**config.mk**
```make
export PLATFORM = sky130hd
export DESIGN_NAME = ps2_scancode_rx
export DESIGN_NICKNAME = d
export VERILOG_FILES = /design/src/rtl/ps2_scancode_rx.sv
export SDC_FILE = /design/constraint.sdc
export NUM_CORES = 1
export LEC_CHECK = 0
export BUFFER_PORTS_ARGS = -buffer_cell sky130_fd_sc_hd__buf_2
export CAP_MARGIN = 25
export CORE_MARGIN = 5
export CORE_UTILIZATION = 55
export CTS_BUF_LIST = sky130_fd_sc_hd__clkbuf_16
export DETAILED_ROUTE_END_ITERATION = 16
export PLACE_DENSITY = 0.81
export SLEW_MARGIN = 20
export SYNTH_ARGS = -nofsm -noshare
export SYNTH_HDL_FRONTEND = slang
export SYNTH_SLANG_ARGS = --single-unit
```
**constraint.sdc**
```tcl
create_clock -name clk -period 5.1 [get_ports clk]
set_clock_uncertainty 0.15 [all_clocks]
set_input_delay 0.51 -clock clk [delete_from_list [all_inputs] [get_ports clk]]
set_output_delay 0.51 -clock clk [all_outputs]
set_load 0.02 [all_outputs]
```
**src/rtl/ps2_scancode_rx.sv**
```systemverilog
`timescale 1ns/1ps
// ps2_scancode_rx: receives PS/2 keyboard frames and assembles Set-2 byte
// sequences (E0 / F0 prefixes) into a 16-bit scancode plus make/break flag.
//
// Handshake: scancode_valid is a one-cycle strobe with no ready; scancode and
// brk change only in the strobe cycle and hold until the next strobe.
// frame_err is a one-cycle strobe and never coincides with scancode_valid.
module ps2_scancode_rx #(
  parameter int TIMEOUT_CYCLES = 50000
) (
  input  logic        clk,
  input  logic        rst_n,
  input  logic        ps2_clk,
  input  logic        ps2_data,
  output logic [15:0] scancode,
  output logic        brk,
  output logic        scancode_valid,
  output logic        frame_err,
  output logic [1:0]  rx_state_dbg,
  output logic [1:0]  asm_state_dbg
);

  localparam int CW = $clog2(TIMEOUT_CYCLES + 1);
  localparam logic [CW-1:0] TO_LAST = CW'(TIMEOUT_CYCLES - 1);

  typedef enum logic [1:0] {
    RX_IDLE   = 2'd0,
    RX_DATA   = 2'd1,
    RX_PARITY = 2'd2,
    RX_STOP   = 2'd3
  } rx_state_t;

  typedef enum logic [1:0] {
    ASM_BASE    = 2'd0,
    ASM_EXT     = 2'd1,
    ASM_BRK     = 2'd2,
    ASM_EXT_BRK = 2'd3
  } asm_state_t;

  // Synchronizers and falling-edge detector state
  logic clk_s1_q, clk_s_q, clk_prev_q;
  logic dat_s1_q, dat_s_q;
  logic fall;

  // Receiver state
  rx_state_t     rx_q;
  logic [2:0]    bitcnt_q;
  logic [7:0]    shift_q;
  logic          par_q;
  logic [CW-1:0] to_cnt_q;
  logic          byte_done_q;
  logic          frame_err_q;

  // Assembler state
  asm_state_t    asm_q;
  logic [15:0]   scancode_q;
  logic          brk_q;
  logic          valid_q;

  // Two-flop synchronizers on both pins; idle-high reset value avoids a
  // spurious edge when reset is released.
  always_ff @(posedge clk or negedge rst_n) begin
    if (!rst_n) begin
      clk_s1_q   <= 1'b1;
      clk_s_q    <= 1'b1;
      clk_prev_q <= 1'b1;
      dat_s1_q   <= 1'b1;
      dat_s_q    <= 1'b1;
    end else begin
      clk_s1_q   <= ps2_clk;
      clk_s_q    <= clk_s1_q;
      clk_prev_q <= clk_s_q;
      dat_s1_q   <= ps2_data;
      dat_s_q    <= dat_s1_q;
    end
  end

  assign fall = clk_prev_q & ~clk_s_q;

  // Frame receiver FSM with mid-frame inactivity timeout.
  always_ff @(posedge clk or negedge rst_n) begin
    if (!rst_n) begin
      rx_q        <= RX_IDLE;
      bitcnt_q    <= 3'd0;
      shift_q     <= 8'h00;
      par_q       <= 1'b0;
      to_cnt_q    <= '0;
      byte_done_q <= 1'b0;
      frame_err_q <= 1'b0;
    end else begin
      byte_done_q <= 1'b0;
      frame_err_q <= 1'b0;
      if (rx_q == RX_IDLE) begin
        // Idle line never times out
        to_cnt_q <= '0;
        if (fall && !dat_s_q) begin
          rx_q     <= RX_DATA;
          bitcnt_q <= 3'd0;
        end
      end else if (fall) begin
        to_cnt_q <= '0;
        case (rx_q)
          RX_DATA: begin
            shift_q[bitcnt_q] <= dat_s_q;
            if (bitcnt_q == 3'd7) rx_q <= RX_PARITY;
            else                  bitcnt_q <= bitcnt_q + 3'd1;
          end
          RX_PARITY: begin
            par_q <= dat_s_q;
            rx_q  <= RX_STOP;
          end
          default: begin
            // Stop bit: accept only with stop=1 and odd overall parity
            rx_q <= RX_IDLE;
            if (dat_s_q && (^{shift_q, par_q})) byte_done_q <= 1'b1;
            else                                frame_err_q <= 1'b1;
          end
        endcase
      end else if (to_cnt_q == TO_LAST) begin
        // Clock stalled mid-frame: abandon the partial frame
        rx_q        <= RX_IDLE;
        to_cnt_q    <= '0;
        frame_err_q <= 1'b1;
      end else begin
        to_cnt_q <= to_cnt_q + CW'(1);
      end
    end
  end

  // Prefix assembler FSM: folds E0/F0 prefixes into one emitted scancode.
  always_ff @(posedge clk or negedge rst_n) begin
    if (!rst_n) begin
      asm_q      <= ASM_BASE;
      scancode_q <= 16'h0000;
      brk_q      <= 1'b0;
      valid_q    <= 1'b0;
    end else begin
      valid_q <= 1'b0;
      if (frame_err_q) begin
        // Any receive error drops a pending prefix
        asm_q <= ASM_BASE;
      end else if (byte_done_q) begin
        case (asm_q)
          ASM_BASE: begin
            if (shift_q == 8'hE0)      asm_q <= ASM_EXT;
            else if (shift_q == 8'hF0) asm_q <= ASM_BRK;
            else begin
              scancode_q <= {8'h00, shift_q};
              brk_q      <= 1'b0;
              valid_q    <= 1'b1;
            end
          end
          ASM_EXT: begin
            if (shift_q == 8'hF0)      asm_q <= ASM_EXT_BRK;
            else if (shift_q == 8'hE0) asm_q <= ASM_EXT;
            else begin
              scancode_q <= {8'hE0, shift_q};
              brk_q      <= 1'b0;
              valid_q    <= 1'b1;
              asm_q      <= ASM_BASE;
            end
          end
          ASM_BRK: begin
            if (shift_q == 8'hF0)      asm_q <= ASM_BRK;
            else if (shift_q == 8'hE0) asm_q <= ASM_EXT_BRK;
            else begin
              scancode_q <= {8'h00, shift_q};
              brk_q      <= 1'b1;
              valid_q    <= 1'b1;
              asm_q      <= ASM_BASE;
            end
          end
          default: begin
            if (shift_q != 8'hE0 && shift_q != 8'hF0) begin
              scancode_q <= {8'hE0, shift_q};
              brk_q      <= 1'b1;
              valid_q    <= 1'b1;
              asm_q      <= ASM_BASE;
            end
          end
        endcase
      end
    end
  end

  assign scancode       = scancode_q;
  assign brk            = brk_q;
  assign scancode_valid = valid_q;
  assign frame_err      = frame_err_q;
  assign rx_state_dbg   = rx_q;
  assign asm_state_dbg  = asm_q;

endmodule

```
==> flow_metrics.env, run 1 <==
export IMPL_outcome="finished, final reports clean"
export IMPL_hold_viol=0
export IMPL_dpl_worst_slack_ns=2.571
export IMPL_layout_drive_gt1_share_pct=21.54
export IMPL_async_reset_ff_share_pct=100.0
export IMPL_grt_pass1_wl_um=7741
export IMPL_grt_pass1_vias=1711
export IMPL_cts_root_buf="clkbuf_16"
export IMPL_min_period_ns=2.600
export IMPL_ios=27
export IMPL_worstPathMaxFanout=8
export IMPL_via_count=1677
export IMPL_ys_seq_elements=50
export IMPL_clockBufferDepth=2
export IMPL_drtAntennaViolNets=0
export IMPL_post_route_cell_area_mm2=0.002798
export IMPL_postLayoutSetupSlackWorst_ns=2.500
export IMPL_worstMarginPinSlew_ns=0.9454
export IMPL_synth_cell_types=44
export IMPL_crit_required_ns=5.13
export IMPL_rsz0062_at_grt="false"
export IMPL_worstSkewPairLatency_ns=0.29
export IMPL_drv_cap=0
export IMPL_syn_area_mm2=0.002520
export IMPL_grt_util_all_layers_pct=15.76
export IMPL_synth_edf_count=0
export IMPL_cts_tree="built"
export IMPL_fp_dieArea_mm2=0.006036
export IMPL_gp_congestion=0.8205
export IMPL_setup_viol=0
export IMPL_synth_warnings=0
export IMPL_antenna_found_initial=0
export IMPL_max_vdd_ir_drop_v=0.0002392
export IMPL_fillers=339
export IMPL_drt_total_wl_um=4318
export IMPL_worstSetupPathType="flip-flop to flip-flop"
export IMPL_syn_to_final_growth_pct=11.02
export IMPL_avgSynthCellArea_um2=11.10
export IMPL_synth_yosys_seq_area_share_pct=49.90
export IMPL_nets=260
export IMPL_drcViolationCount=0
export IMPL_wire_per_inst_um=14.49
export IMPL_first_pass_iters=4
export IMPL_crit_arrival_ns=2.63
export IMPL_rows=24
export IMPL_post_cts_buffers=0
export IMPL_hold_slack_ns=0.05756
export IMPL_worstHoldPathType="primary input to asynchronous set/reset pin"
export IMPL_fmax_mhz=384.6
export IMPL_critPathLaunchType="flip-flop"
export IMPL_synth_flop_cell="dfrtp_1"
export IMPL_cts_buffers=5
export IMPL_final_setup_tns_ns=0
export IMPL_cts_clk_slew_worst_paths_ns=0.07
export IMPL_p_leak_nw=1.296
export IMPL_core_mm2=0.004414
export IMPL_via_per_inst=5.628
export IMPL_fin_crit_sh_pct=50.98
export IMPL_grt_max_degree=27
export IMPL_die_h_um=77.69
export IMPL_drt_iter0_markers=72
export IMPL_worstSetupEndpointType="flip-flop"
export IMPL_power_total_mw=1.206
export IMPL_antenna_cells=0
export IMPL_drv_slew=0
export IMPL_cts_sinks=50
export IMPL_postLayoutCoreUtil_pct=63.38
export IMPL_grt_overflow_total=0
export IMPL_power_density_mw_per_mm2=430.9
export IMPL_h_tree_depth=2
export IMPL_layout_cells_non_filler=298
export IMPL_netlist_instances=227
export IMPL_cts_hold_buffers=0
export IMPL_initial_core_util_pct=57.09
export IMPL_slew_headroom_pct=36.84
export IMPL_dp_hpwl_um=3041
export IMPL_cts_resized=0
export IMPL_placed_cells=291
export IMPL_die_x_um=77.69
export IMPL_dpl_cell_area_mm2=0.002634
export IMPL_io_buffers=21
[logic make-up after synthesis]
kind of cell	Yosys count	share of synthesized area, %
other cells	1	0.1488
mux	17	7.497
xor+xnor	19	7.845
simple gates	80	17.23
buf+inv	25	5.263
flops	50	49.90
fa+ha+maj	10	4.965
compound gates	25	7.150
[layer usage]
| layer | global-route usage (%) | part of all wire [%] | vias up |
|---|---|---|---|
| met3 | 4.630 | 4.9 | 8 |
| met5 | 0 | 0 | - |
| met4 | 6.014 | 1.1 | 0 |
| met1 | 19.39 | 43 | 807 |
| li1 | - | - | 822 |
| met2 | 26.04 | 51 | 40 |
[cell type report]
class,instances,area (um^2),share of cell area (%)
Clock buffer,5,125.1,4.472
Timing Repair Buffer,22,125.1,4.472
Tap cell,52,65.06,2.326
Sequential cell,50,1257,44.95
Clock inverter,2,38.79,1.386
Multi-Input combinational cell,156,1145,40.92
Inverter,11,41.29,1.476
[cells in the mapped netlist (4+ instances only)]
cell type	n	area, um^2
nand3_1	7	35.03
mux2_2	15	168.9
xor2_1	4	35.03
nand4_1	4	25.02
buf_2	4	20.02
nor3b_1	4	30.03
nand2_1	13	48.80
buf_4	9	67.56
o21ai_0	6	30.03
dfrtp_1	45	1126
inv_1	11	41.29
nor3_1	5	25.02
xnor2_1	13	113.9
nor2_1	20	75.07
nand3b_1	5	37.54
nor4_1	6	37.54
dfstp_2	5	131.4
ha_1	10	125.1
o31ai_1	5	37.54
[final timing paths]
check | end | slack, ns | startpoint | depth (start not counted)
worst max register to register | shift_q[4]$_DFFE_PN0P_ | 2.50 | rx_state_dbg[0]$_DFFE_PN0P_ | 6
worst min-delay path | scancode[6]$_DFFE_PN0P_ | 0.06 | rst_n | 1
min in group clk | clk_s1_q$_DFF_PN1_ | 0.17 | ps2_clk | 1
max in group asynchronous | to_cnt_q[9]$_DFF_PN0_ | 4.21 | rst_n | 2
worst max-delay path | shift_q[4]$_DFFE_PN0P_ | 2.50 | rx_state_dbg[0]$_DFFE_PN0P_ | 6
worst min register to register | clk_s_q$_DFF_PN1_ | 0.21 | clk_s1_q$_DFF_PN1_ | 0
[sequential cells by signal (all words and copies together), names as in the netlist]
signal and flops:
clk_s_q 1, par_q 1, shift_q 8, scancode_valid 1
clk_prev_q 1, asm_state_dbg 2, dat_s_q 1, scancode 9
bitcnt_q 3, frame_err 1, clk_s1_q 1, brk 1
byte_done_q 1, rx_state_dbg 2, dat_s1_q 1, to_cnt_q 16
[report_power, final]
part	internal, mW	total, mW	switching, mW
logic	0.148	0.320	0.172
registers	0.456	0.518	0.0619
clock network	0.229	0.367	0.138
[cells in the final DEF (no fill, tap or decap), types with 2 or more instances in the layout]
master,count
a21oi_1,3
a22o_1,2
and3_1,3
buf_2,21
clkbuf_16,5
conb_1,5
dfrtp_1,45
dfstp_2,5
ha_1,10
inv_1,11
mux2_2,15
mux2i_1,2
nand2_1,13
nand2b_1,3
nand3_1,7
nand3b_1,5
nand4_1,4
nor2_1,20
nor2b_1,2
nor3_1,5
nor3b_1,4
nor4_1,6
o21ai_0,6
o21bai_1,2
o31ai_1,5
or4b_1,2
xnor2_1,13
xor2_1,4
[critical path, cell delays in order, from the launching register on]
cell and delay [ns]:
dfrtp_1 0.39, inv_1 0.08, ha_1 0.29, nor3b_1 0.65
nand3b_1 0.28, nor3b_1 0.29, mux2_2 0.36
(Power assumes the default switching activity.)
==> run 2, diff against run 1 <==
--- a/config.mk
+++ b/config.mk
@@ -8,7 +8,7 @@
 export BUFFER_PORTS_ARGS = -buffer_cell sky130_fd_sc_hd__buf_2
 export CAP_MARGIN = 25
 export CORE_MARGIN = 5
-export CORE_UTILIZATION = 55
+export CORE_UTILIZATION = 52
 export CTS_BUF_LIST = sky130_fd_sc_hd__clkbuf_16
 export DETAILED_ROUTE_END_ITERATION = 16
 export PLACE_DENSITY = 0.81
==> constraint.sdc (replaced) <==
create_clock -name clk -period 2.1 [get_ports clk]
set_clock_uncertainty 0.15 [all_clocks]
set_input_delay 0.21 -clock clk [delete_from_list [all_inputs] [get_ports clk]]
set_output_delay 0.21 -clock clk [all_outputs]
set_load 0.02 [all_outputs]
==> flow_metrics.env, run 2 (synthesis gave the netlist of run 1 again) <==
export IMPL_cts_sinks=50
export IMPL_initial_core_util_pct=53.35
export IMPL_worstSetupEndpointType="flip-flop"
export IMPL_slowest_delay_ns=0.43
export IMPL_via_count=1714
export IMPL_cts_clk_slew_worst_paths_ns=0.07
export IMPL_cp_slowest_cell="or3_4"
export IMPL_final_setup_tns_ns=0
export IMPL_via_per_inst=5.242
export IMPL_clockBufferDepth=2
export IMPL_drt_iter0_markers=93
export IMPL_die_x_um=79.62
export IMPL_slew_headroom_pct=61.95
export IMPL_grt_overflow_total=0
export IMPL_gp_congestion=0.8120
export IMPL_path_buf_inv=0
export IMPL_largest_register="to_cnt_q"
export IMPL_reg2reg_depth=4
export IMPL_io_buffers=21
export IMPL_cpLargestDelayFamily="simple AND/OR/NAND/NOR gates"
export IMPL_drv_slew=0
export IMPL_die_h_um=79.62
export IMPL_hold_end="clk_s_q$_DFF_PN1_"
export IMPL_cts_tree="built"
export IMPL_hp_start="clk_s1_q$_DFF_PN1_"
export IMPL_hold_viol=0
export IMPL_regToRegStartpoint="shift_q[1]$_DFFE_PN0P_"
export IMPL_dp_hpwl_um=3268
export IMPL_min_path_cells=0
export IMPL_core_mm2=0.004723
export IMPL_ios=27
export IMPL_fin_crit_sh_pct=96.05
export IMPL_min_period_ns=2.017
export IMPL_crit_required_ns=2.17
export IMPL_worstSkewPairLatency_ns=0.29
export IMPL_max_vdd_ir_drop_v=0.0005949
export IMPL_mostFrequentLayoutCells="43 x dfrtp_1, 21 x buf_2, 20 x nor2_1"
export IMPL_postLayoutCoreUtil_pct=62.70
export IMPL_drtAntennaViolNets=0
export IMPL_p_leak_nw=1.372
export IMPL_mostFrequentLayoutCell="dfrtp_1"
export IMPL_wire_per_inst_um=13.87
export IMPL_grt_util_all_layers_pct=15.73
export IMPL_largest_register_ffs=16
export IMPL_setup_viol=0
export IMPL_h_tree_depth=2
export IMPL_worstSetupPathType="flip-flop to flip-flop"
export IMPL_rows=25
export IMPL_grt_pass1_vias=1682
export IMPL_worstPathMaxFanout=6
export IMPL_crit_arrival_ns=2.08
export IMPL_rsz0062_at_grt="true"
export IMPL_critPathLaunchType="flip-flop"
export IMPL_cts_buffers=5
export IMPL_grt_max_degree=27
export IMPL_fmax_mhz=495.8
export IMPL_drv_cap=0
export IMPL_power_total_mw=3.070
export IMPL_syn_to_final_growth_pct=17.53
export IMPL_path_cells="or3_4 -> a2111o_1 -> or4_1 -> a21oi_1"
export IMPL_power_density_mw_per_mm2=1037
export IMPL_cts_root_buf="clkbuf_16"
export IMPL_first_pass_iters=4
export IMPL_antenna_cells=0
export IMPL_grt_pass1_wl_um=7879
export IMPL_worstHoldPathType="flip-flop to flip-flop"
export IMPL_reg2reg_slack_ns=0.08
export IMPL_antenna_found_initial=0
export IMPL_worstMarginPinSlew_ns=0.5708
export IMPL_drcViolationCount=0
export IMPL_layout_drive_gt1_share_pct=26.15
export IMPL_drt_total_wl_um=4536
export IMPL_outcome="finished, final reports clean"
export IMPL_nets=273
export IMPL_fp_dieArea_mm2=0.006339
export IMPL_regToRegEndpoint="asm_state_dbg[0]$_DFFE_PN0P_"
-- run 2: changes by cell type in the layout (fill, tap and decap cells not counted), sizes merged --
cell and change:
buf +10, dlygate4sd3 +3, inv +1
-- run 2: routing by layer --
metal  share of wire (%)  vias up  global-route usage (%)
met5                   0        -                       0
met4                 1.1        0                   4.811
met3                 3.4        6                   3.612
met2                  50       24                   27.05
met1                  45      836                   19.55
li1                    -      848                       -
-- run 2: final cells by class --
class / instances / area, um^2
Clock buffer: 5 / 125.1
Clock inverter: 3 / 42.54
Fill cell: 387 / 1762
Inverter: 11 / 41.29
Multi-Input combinational cell: 156 / 1166
Sequential cell: 50 / 1260
Tap cell: 67 / 83.83
Timing Repair Buffer: 35 / 242.7
-- run 2: metrics by stage --
stage,instances,instance area (um^2),hold slack [ns],setup slack (ns)
detailed placement,315,2746,0.07982,0.05614
global placement,315,2746,0.08823,0.09655
global route,327,2962,0.2098,-0.01047
CTS,326,2944,0.2074,0.03446
floorplan,231,2549,-0.2356,0.02047
finish,327,2962,0.2054,0.08293
-- run 2: repair_timing --
item	in CTS	in global routing
buffers inserted	0	1
endpoints found under the hold margin	21	0
gates resized for setup	0	3
hold buffers	3	0
setup endpoints to repair	0	4
-- run 2: worst max path at each step --
| stage | start | to | depth (start not counted) |
|---|---|---|---|
| 2_1_floorplan | rx_state_dbg[0]$_DFFE_PN0P_ | shift_q[2]$_DFFE_PN0P_ | 6 |
| 3_3_place_gp | shift_q[1]$_DFFE_PN0P_ | asm_state_dbg[0]$_DFFE_PN0P_ | 4 |
| 3_5_place_dp | shift_q[1]$_DFFE_PN0P_ | asm_state_dbg[0]$_DFFE_PN0P_ | 4 |
| 4_1_cts | shift_q[1]$_DFFE_PN0P_ | asm_state_dbg[0]$_DFFE_PN0P_ | 4 |
| 5_1_grt | shift_q[1]$_DFFE_PN0P_ | asm_state_dbg[0]$_DFFE_PN0P_ | 4 |
| 6_report | shift_q[1]$_DFFE_PN0P_ | asm_state_dbg[0]$_DFFE_PN0P_ | 4 |
-- run 2: report_power, final --
| group | internal [mW] | switching, mW |
|---|---|---|
| Sequential | 1.11 | 0.149 |
| Combinational | 0.455 | 0.459 |
| Clock | 0.559 | 0.337 |
==> run 3, diff against run 2 <==
--- a/config.mk
+++ b/config.mk
@@ -8,10 +8,10 @@
 export BUFFER_PORTS_ARGS = -buffer_cell sky130_fd_sc_hd__buf_2
 export CAP_MARGIN = 25
 export CORE_MARGIN = 5
-export CORE_UTILIZATION = 52
-export CTS_BUF_LIST = sky130_fd_sc_hd__clkbuf_16
+export CORE_UTILIZATION = 55
+export CTS_BUF_LIST = sky130_fd_sc_hd__clkbuf_8
 export DETAILED_ROUTE_END_ITERATION = 16
-export PLACE_DENSITY = 0.81
+export PLACE_DENSITY = 0.84
 export SLEW_MARGIN = 20
 export SYNTH_ARGS = -nofsm -noshare
 export SYNTH_HDL_FRONTEND = slang
==> flow_metrics.env, run 3 (synthesis gave the netlist of run 1 again) <==
export IMPL_multi_input_area_mm2=0.001172
export IMPL_gp_congestion=0.8166
export IMPL_rows=24
export IMPL_seq_area_mm2=0.001260
export IMPL_drt_iter0_markers=67
export IMPL_antenna_found_initial=0
export IMPL_fin_crit_sh_pct=96.91
export IMPL_worstSetupEndpointType="flip-flop"
export IMPL_min_path_cells=0
export IMPL_wire_per_inst_um=14.70
export IMPL_cts_sinks=50
export IMPL_cts_buffers=5
export IMPL_fp_dieArea_mm2=0.006036
export IMPL_grt_max_degree=29
export IMPL_h_tree_depth=2
export IMPL_largest_register_ffs=16
export IMPL_die_h_um=77.69
export IMPL_syn_to_final_growth_pct=14.60
export IMPL_pwr_share_clk_pct=23.3
export IMPL_slew_headroom_pct=60.14
export IMPL_grt_pass1_vias=1790
export IMPL_drv_slew=0
export IMPL_reg2reg_depth=4
export IMPL_worstSetupPathType="flip-flop to flip-flop"
export IMPL_setup_viol=0
export IMPL_worstPathMaxFanout=6
export IMPL_worstHoldPathType="flip-flop to flip-flop"
export IMPL_final_setup_tns_ns=0
export IMPL_power_density_mw_per_mm2=981.4
export IMPL_drt_total_wl_um=4602
export IMPL_clockBufferDepth=2
export IMPL_nets=274
export IMPL_rsz0062_at_grt="false"
export IMPL_regToRegStartpoint="shift_q[1]$_DFFE_PN0P_"
export IMPL_worstMarginPinSlew_ns=0.5978
export IMPL_ios=27
export IMPL_max_vdd_ir_drop_v=0.0006508
export IMPL_core_mm2=0.004414
export IMPL_crit_arrival_ns=2.11
export IMPL_mostFrequentLayoutCells="43 x dfrtp_1, 21 x buf_2, 20 x nor2_1"
export IMPL_hp_start="dat_s1_q$_DFF_PN1_"
export IMPL_via_count=1729
export IMPL_drtAntennaViolNets=0
export IMPL_cts_tree="built"
export IMPL_largest_register="to_cnt_q"
export IMPL_fmax_mhz=491.4
export IMPL_swShare_pct=32.17
export IMPL_hold_slack_ns=0.2091
export IMPL_initial_core_util_pct=57.09
export IMPL_outcome="finished, final reports clean"
export IMPL_worstSkewPairLatency_ns=0.30
export IMPL_layout_drive_gt1_share_pct=27.20
export IMPL_intPower_mw=1.922
export IMPL_mostFrequentLayoutCell="dfrtp_1"
export IMPL_pwr_share_seq_pct=44.3
export IMPL_dp_hpwl_um=3371
export IMPL_die_x_um=77.69
export IMPL_drcViolationCount=0
export IMPL_hold_viol=0
export IMPL_antenna_cells=0
export IMPL_drv_cap=0
export IMPL_io_buffers=21
export IMPL_grt_util_all_layers_pct=16.17
export IMPL_placed_cells=301
export IMPL_grt_overflow_total=0
export IMPL_regToRegEndpoint="asm_state_dbg[0]$_DFFE_PN0P_"
export IMPL_pwr_share_comb_pct=32.4
export IMPL_hold_end="dat_s_q$_DFF_PN1_"
export IMPL_grt_pass1_wl_um=8045
export IMPL_p_switching_mw=0.9118
export IMPL_cts_root_buf="clkbuf_8"
export IMPL_cts_clk_slew_worst_paths_ns=0.09
export IMPL_min_period_ns=2.035
export IMPL_first_pass_iters=4
export IMPL_p_leak_nw=1.344
export IMPL_reg2reg_slack_ns=0.06
export IMPL_crit_required_ns=2.18
export IMPL_layout_cells_non_filler=313
export IMPL_via_per_inst=5.524
export IMPL_fillers=357
export IMPL_critPathLaunchType="flip-flop"
## run 3: cell count changes in the layout (fill, tap and decap cells not counted)
| cell | change |
|---|---|
| ha_2 | +1 |
| clkbuf_16 | -5 |
| buf_12 | -1 |
| ha_1 | -1 |
| a21oi_2 | +1 |
| buf_4 | +2 |
| a21oi_1 | -1 |
| o311ai_1 | -1 |
| o311ai_0 | +1 |
| clkbuf_8 | +5 |
## run 3: power groups by stage
| stage | combinational (mW) | clock [mW] | sequential (mW) |
|---|---|---|---|
| 2_1_floorplan | 0.627 | 0 | 1.29 |
| 3_3_place_gp | 0.864 | 0 | 1.26 |
| 3_5_place_dp | 0.900 | 0 | 1.27 |
| 4_1_cts | 0.905 | 0.678 | 1.25 |
| 5_1_grt | 1.01 | 0.732 | 1.28 |
| 6_report | 0.918 | 0.660 | 1.26 |
## run 3: metal layers
metal	wire length [um]	part of all wire (%)	GRT usage [%]
met3	181	3.9	5.093
met5	0	0	0
met2	2374	52	27.96
met4	41	0.89	4.124
met1	2006	44	19.47
## run 3: critical path: stages (launching register included)
cell      delay (ns)
dfrtp_1         0.41
or3_4           0.43
a2111o_1        0.40
or4_1           0.43
a21oi_2         0.15
## run 3: layout make-up
type,count,share of cell area [%]
clock buffer,5,2.383
clock inverter,3,1.473
inverter,11,1.430
multi-input combinational,156,40.60
sequential,50,43.63
tap,52,2.253
timing repair buffer,36,8.232
## run 3: metrics by stage
stage / area, um^2 / setup WS (ns) / power, mW / utilization (%)
finish: 2888 / 0.06491 / 2.834 / 65.42
global route: 2888 / 0.003440 / 3.028 / 65.42
CTS: 2864 / 0.02143 / 2.836 / 64.88
detailed placement: 2723 / 0.04896 / 2.171 / 61.68
global placement: 2723 / 0.09891 / 2.129 / 61.68
floorplan: 2549 / 0.02047 / 1.914 / -
## run 3: how the worst max path moves through the flow
stage / from / end
floorplan: rx_state_dbg[0]$_DFFE_PN0P_ / shift_q[2]$_DFFE_PN0P_
global placement: shift_q[1]$_DFFE_PN0P_ / asm_state_dbg[0]$_DFFE_PN0P_
detailed placement: shift_q[1]$_DFFE_PN0P_ / asm_state_dbg[0]$_DFFE_PN0P_
CTS: shift_q[1]$_DFFE_PN0P_ / asm_state_dbg[0]$_DFFE_PN0P_
global route: shift_q[1]$_DFFE_PN0P_ / asm_state_dbg[0]$_DFFE_PN0P_
finish: shift_q[1]$_DFFE_PN0P_ / asm_state_dbg[0]$_DFFE_PN0P_
## run 3: what timing repair did
| action | CTS | global route |
|---|---|---|
| hold buffers | 3 | 0 |
| buffers inserted | 0 | 1 |
| gates resized for setup | 0 | 4 |
| hold endpoints to repair | 23 | 0 |
| setup endpoints to repair | 0 | 4 |
